===== src/rtl/serial_adder.sv =====
// -----------------------------------------------------------------------------
// serial_adder -- bit-serial WIDTH-bit adder, LSB first.
//
// A full adder made of two half-adder cells (ha) plus an OR gate handles one
// operand bit pair per clock. The carry is kept in a register between bits.
// Operands are captured on an accepted start. WIDTH shift cycles follow, and
// then one DONE cycle in which the registered sum/co are presented.
//
// Ports:
//   clk    in   1      rising-edge clock
//   rst    in   1      synchronous, active-high reset (priority over start)
//   start  in   1      load request, sampled only in IDLE
//   a, b   in   WIDTH  operands, captured on the accepted start edge
//   busy   out  1      high in SHIFT and DONE (state decoded)
//   done   out  1      one-cycle strobe; sum/co valid from this cycle
//   sum    out  WIDTH  (a+b) mod 2^WIDTH, registered
//   co     out  1      carry out of bit WIDTH-1, registered
// -----------------------------------------------------------------------------

// Half-adder cell: sum and carry of two bits.
module ha (
    input  logic x,
    input  logic y,
    output logic s,
    output logic c
);
    assign s = x ^ y;
    assign c = x & y;
endmodule

module serial_adder #(
    parameter int WIDTH = 8
) (
    input  logic             clk,
    input  logic             rst,
    input  logic             start,
    input  logic [WIDTH-1:0] a,
    input  logic [WIDTH-1:0] b,
    output logic             busy,
    output logic             done,
    output logic [WIDTH-1:0] sum,
    output logic             co
);
    localparam int CW = (WIDTH > 1) ? $clog2(WIDTH) : 1;
    localparam logic [CW-1:0] CNT_LAST = CW'(WIDTH - 1);
    localparam logic [CW-1:0] CNT_ONE  = CW'(1);

    localparam logic [1:0] IDLE  = 2'd0;
    localparam logic [1:0] SHIFT = 2'd1;
    localparam logic [1:0] DONE  = 2'd2;

    logic [WIDTH-1:0] a_sr_r;
    logic [WIDTH-1:0] b_sr_r;
    logic [WIDTH-1:0] s_sr_r;
    logic             cy_r;
    logic [CW-1:0]    cnt_r;
    logic [1:0]       state_r;

    logic p_s;
    logic g0_s;
    logic s_s;
    logic g1_s;
    logic cout_s;

    // Full adder on the current LSB pair and the stored carry.
    ha u_ha0 (.x(a_sr_r[0]), .y(b_sr_r[0]), .s(p_s), .c(g0_s));
    ha u_ha1 (.x(p_s),       .y(cy_r),      .s(s_s), .c(g1_s));
    assign cout_s = g0_s | g1_s;

    // Moore outputs decoded from the state register only.
    assign busy = (state_r == SHIFT) || (state_r == DONE);
    assign done = (state_r == DONE);

    // Control FSM, shift datapath and result registers.
    always_ff @(posedge clk) begin
        if (rst) begin
            state_r <= IDLE;
            a_sr_r  <= {WIDTH{1'b0}};
            b_sr_r  <= {WIDTH{1'b0}};
            s_sr_r  <= {WIDTH{1'b0}};
            cy_r    <= 1'b0;
            cnt_r   <= {CW{1'b0}};
            sum     <= {WIDTH{1'b0}};
            co      <= 1'b0;
        end else begin
            case (state_r)
                IDLE: begin
                    if (start) begin
                        a_sr_r  <= a;
                        b_sr_r  <= b;
                        s_sr_r  <= {WIDTH{1'b0}};
                        cy_r    <= 1'b0;
                        cnt_r   <= {CW{1'b0}};
                        state_r <= SHIFT;
                    end else begin
                        state_r <= IDLE;
                    end
                end
                SHIFT: begin
                    a_sr_r <= {1'b0, a_sr_r[WIDTH-1:1]};
                    b_sr_r <= {1'b0, b_sr_r[WIDTH-1:1]};
                    s_sr_r <= {s_s, s_sr_r[WIDTH-1:1]};
                    cy_r   <= cout_s;
                    cnt_r  <= cnt_r + CNT_ONE;
                    // Last bit: publish the completed word directly, since
                    // s_sr_r itself only catches up one edge later.
                    if (cnt_r == CNT_LAST) begin
                        sum     <= {s_s, s_sr_r[WIDTH-1:1]};
                        co      <= cout_s;
                        state_r <= DONE;
                    end else begin
                        state_r <= SHIFT;
                    end
                end
                DONE: begin
                    state_r <= IDLE;
                end
                default: begin
                    state_r <= IDLE;
                end
            endcase
        end
    end
endmodule


===== config.mk =====
export PLATFORM = sky130hd
export DESIGN_NAME = serial_adder
export DESIGN_NICKNAME = d
export VERILOG_FILES = /design/src/rtl/serial_adder.sv
export SDC_FILE = /design/constraint.sdc
export NUM_CORES = 1
export LEC_CHECK = 0
export CAP_MARGIN = 20
export CELL_PAD_IN_SITES_DETAIL_PLACEMENT = 0
export CELL_PAD_IN_SITES_GLOBAL_PLACEMENT = 1
export CORE_ASPECT_RATIO = 0.6
export CORE_MARGIN = 2
export CORE_UTILIZATION = 35
export DETAILED_ROUTE_END_ITERATION = 16
export PLACE_DENSITY = 0.82
export REMOVE_ABC_BUFFERS = 1
export SLEW_MARGIN = 20
export SYNTH_ARGS = -nofsm -noshare
export SYNTH_HDL_FRONTEND = slang
export SYNTH_SLANG_ARGS = --single-unit
export TNS_END_PERCENT = 1

===== constraint.sdc =====
create_clock -name clk -period 1.5 [get_ports clk]
set_input_delay 0.3 -clock clk [delete_from_list [all_inputs] [get_ports clk]]
set_output_delay 0.3 -clock clk [all_outputs]
set_load 0.05 [all_outputs]

==> run metrics <==
status completed; P_sw 0.000528 W; data arrival time of the worst path 1600 ps; worst-case clock buffer depth 2; clk_lat worst skew 280 ps; share of the synthesized area in the top cell type between 40% and 50%; num rows 19; Max-cap violations 0; initial antenna violation count 0; fin crit share between 90% and 100%; IO buf count 29; CP required 1670 ps; Sw Share 24.8%; crit path max fanout 6; Die Area 5250 sq um; Final Util between 40% and 50%; number of global-route vias before repair between 1,000 and 1,500; CP Class flip-flop to flip-flop; number of synthesized flops with an enable pin 0; min Tclk post-route ~1400 ps; Clock Pin Slew Worst Setup and Hold Paths 70 ps; number of I/O pins 30; most used flip-flop cell after synthesis dfxtp_1; Seq cells post-synth 38; crit end category flip-flop; DRT Pass-1 Iters 4; Placed Area 2150 sq um; Hold Path Depth 2; Max VDD drop 0.295 mV; Final Cell Area 2270 sq um; Die X 92.2 um; final critical-path setup slack 67.2 ps; fill count between 400 and 500; Root Buffer clkbuf_8; sequential share of the synthesized area 46.6%; Clk network pwr share 31.9%; reg-to-reg setup timing slack 70 ps; Int Power approximately 0.0016 W; distinct cell type count after synthesis 23; post-layout power 0.00213 W; top cells by count, synth 38 x dfxtp_1, 30 x nand2_1, 21 x a21oi_1; CTS Buf Count 5; total setup buffers inserted after CTS 0; share of cells above drive strength 1 a little under a quarter; RSZ-0062 raised after global routing yes; Static Leak 0.845 nW; most common cell in the synthesized netlist dfxtp_1; CTS sink count 38; post-DR vias/cell 4.65; Synth area leaders dfxtp_1 47%, mux2i_1 9.2%, a211oi_2 7.7%; RR Endpoint b_sr_r[3]$_SDFFE_PP0P_; largest net degree at the start of global routing 39; post-route ant nets 0; crit start category flip-flop; Comb pwr share 17.1%; area leader, netlist dfxtp_1; FF-to-FF Start state_r[1]$_SDFF_PP0_; Iteration-0 DRC Markers 53; Mapped Cells 174; pre-CTS WS -36.0 ps; fraction of registers with async set/reset 0%; Register Area 761 sq um; Flop pwr share 50.9%; Hold WS 458 ps; PwrDens 938 nW/um^2; antenna cells 0; Worst Skew 4.70 ps; area of the multi-input gates a little over 800 sq um; routed length per instance 11.8 um; vias 1,264; core area 4540 sq um; CTS HTree Levels 2; Yosys warnings 0; Post-Synthesis Cell Area around 1600 sq um; Total GRT Usage 13.1%; residual DRC count 0; Max Transition Viols Final 0; global-route wire length before repair 5370 um; Worst Hold Path EP s_sr_r[1]$_SDFFE_PP0P_; Routed WL around 3200 um; Placer Congestion 0.706; post-DP HPWL roughly 2200 um; Worst Hold Class flip-flop to flip-flop; Final setup viols 0; slew margin rel. 85.3%; Initial Utilization 36.0%; Hold Vio Cnt, Final 0; actual slew at the worst max-slew pin 214 ps; Die Ht 56.9 um; area delta synth->final 38.9%; Max Clock Freq 698 MHz; TritonCTS clock tree built; Mean Syn Cell Area between 9 and 10 sq um; Worst Reg2Reg Path Length in Cells 6; fin nets 235; worst hold start s_sr_r[1]$_SDFFE_PP0P_; total gr overflow 0
-- cell families (layout without fill, tap and decap cells) --
family,Yosys count,after routing,synth area share [%]
buf+inv,15,50,5.36
compound gates,37,37,16.9
fa+ha+maj,6,6,5.06
mux,16,16,10.1
simple gates,62,62,16.0
flops,38,38,46.6
-- stage by stage --
stage,TNS (ps),std cells
2_1_floorplan,-18840,161
6_report,0,272
3_5_place_dp,-245,266
3_3_place_gp,0,266
4_1_cts,0,272
5_1_grt,-14.9,272
-- worst max path at each step --
stage	startpoint	end	slack (ps)
after floorplan	state_r[1]$_SDFF_PP0_	a_sr_r[7]$_SDFFE_PP0P_	-630
after global placement	start	b_sr_r[6]$_SDFFE_PP0P_	7
after detailed placement	start	a_sr_r[2]$_SDFFE_PP0P_	-40
after CTS	state_r[0]$_SDFF_PP0_	busy	8
after global routing	state_r[1]$_SDFF_PP0_	b_sr_r[0]$_SDFFE_PP0P_	-10
final	state_r[1]$_SDFF_PP0_	b_sr_r[3]$_SDFFE_PP0P_	70
-- placed cells by master, fill, tap and decap left out --
| master | synthesis | routed |
|---|---|---|
| dfxtp_1 | 38 | 38 |
| nand2_1 | 30 | 30 |
| a21oi_1 | 21 | 21 |
| clkdlybuf4s50_1 | 0 | 18 |
| mux2i_1 | 15 | 15 |
| nor2_1 | 17 | 15 |
| buf_12 | 0 | 13 |
| a211oi_2 | 10 | 11 |
| buf_4 | 1 | 11 |
| nand3_1 | 10 | 10 |
| clkbuf_8 | 0 | 6 |
| a211oi_1 | 4 | 3 |
| ha_1 | 5 | 3 |
| inv_1 | 2 | 2 |
| a22oi_1 | 2 | 2 |
| nor2_2 | 0 | 2 |
| mux2_4 | 1 | 1 |
| nand3b_1 | 1 | 1 |
| nand2b_1 | 1 | 1 |
| and2_2 | 0 | 1 |
| nand2_4 | 0 | 1 |
| and3b_1 | 1 | 1 |
| fa_1 | 1 | 1 |
| ha_4 | 0 | 1 |
| ha_2 | 0 | 1 |
-- layer usage --
metal,global-route usage (%),wire (um),vias to the layer above
li1,-,-,671
met1,17.2,1700,564
met2,19.4,1340,25
met3,4.30,131,4
met4,6.40,51,0
met5,0,0,-
-- layout make-up --
type,count,share of cell area (%)
timing repair buffer,42,23.1
multi-input combinational,121,36.0
sequential,38,33.5
inverter,2,0.331
clock buffer,6,3.64
tap,63,3.47
-- critical path, stage by stage, from the launching register on --
cell      delay [ps]
dfxtp_1          310
inv_1            120
ha_2             270
buf_4            150
buf_4            150
mux2i_1          230
a211oi_2          90
-- flip-flops by register name, summed over array words and instances (netlist names) --
signal,flops
a_sr_r,8
b_sr_r,8
cnt_r,3
co,1
cy_r,1
s_sr_r,7
state_r,2
sum,8
-- power groups by stage --
stage / Sequential [W] / Combinational, W / Clock [W]
4_1_cts: 0.00108 / 0.000355 / 0.000703
2_1_floorplan: 0.00110 / 0.000190 / 0
5_1_grt: 0.00109 / 0.000398 / 0.000736
3_3_place_gp: 0.00111 / 0.000350 / 0
6_report: 0.00108 / 0.000364 / 0.000679
3_5_place_dp: 0.00111 / 0.000354 / 0
-- timing repair --
action / 4_1_cts / 5_1_grt
pin swaps: 0 / 0
hold buffers: 0 / 0
resized for setup: 1 / 7
setup endpoints to repair: 2 / 34
Note: power is estimated with default switching activity, not from simulation.
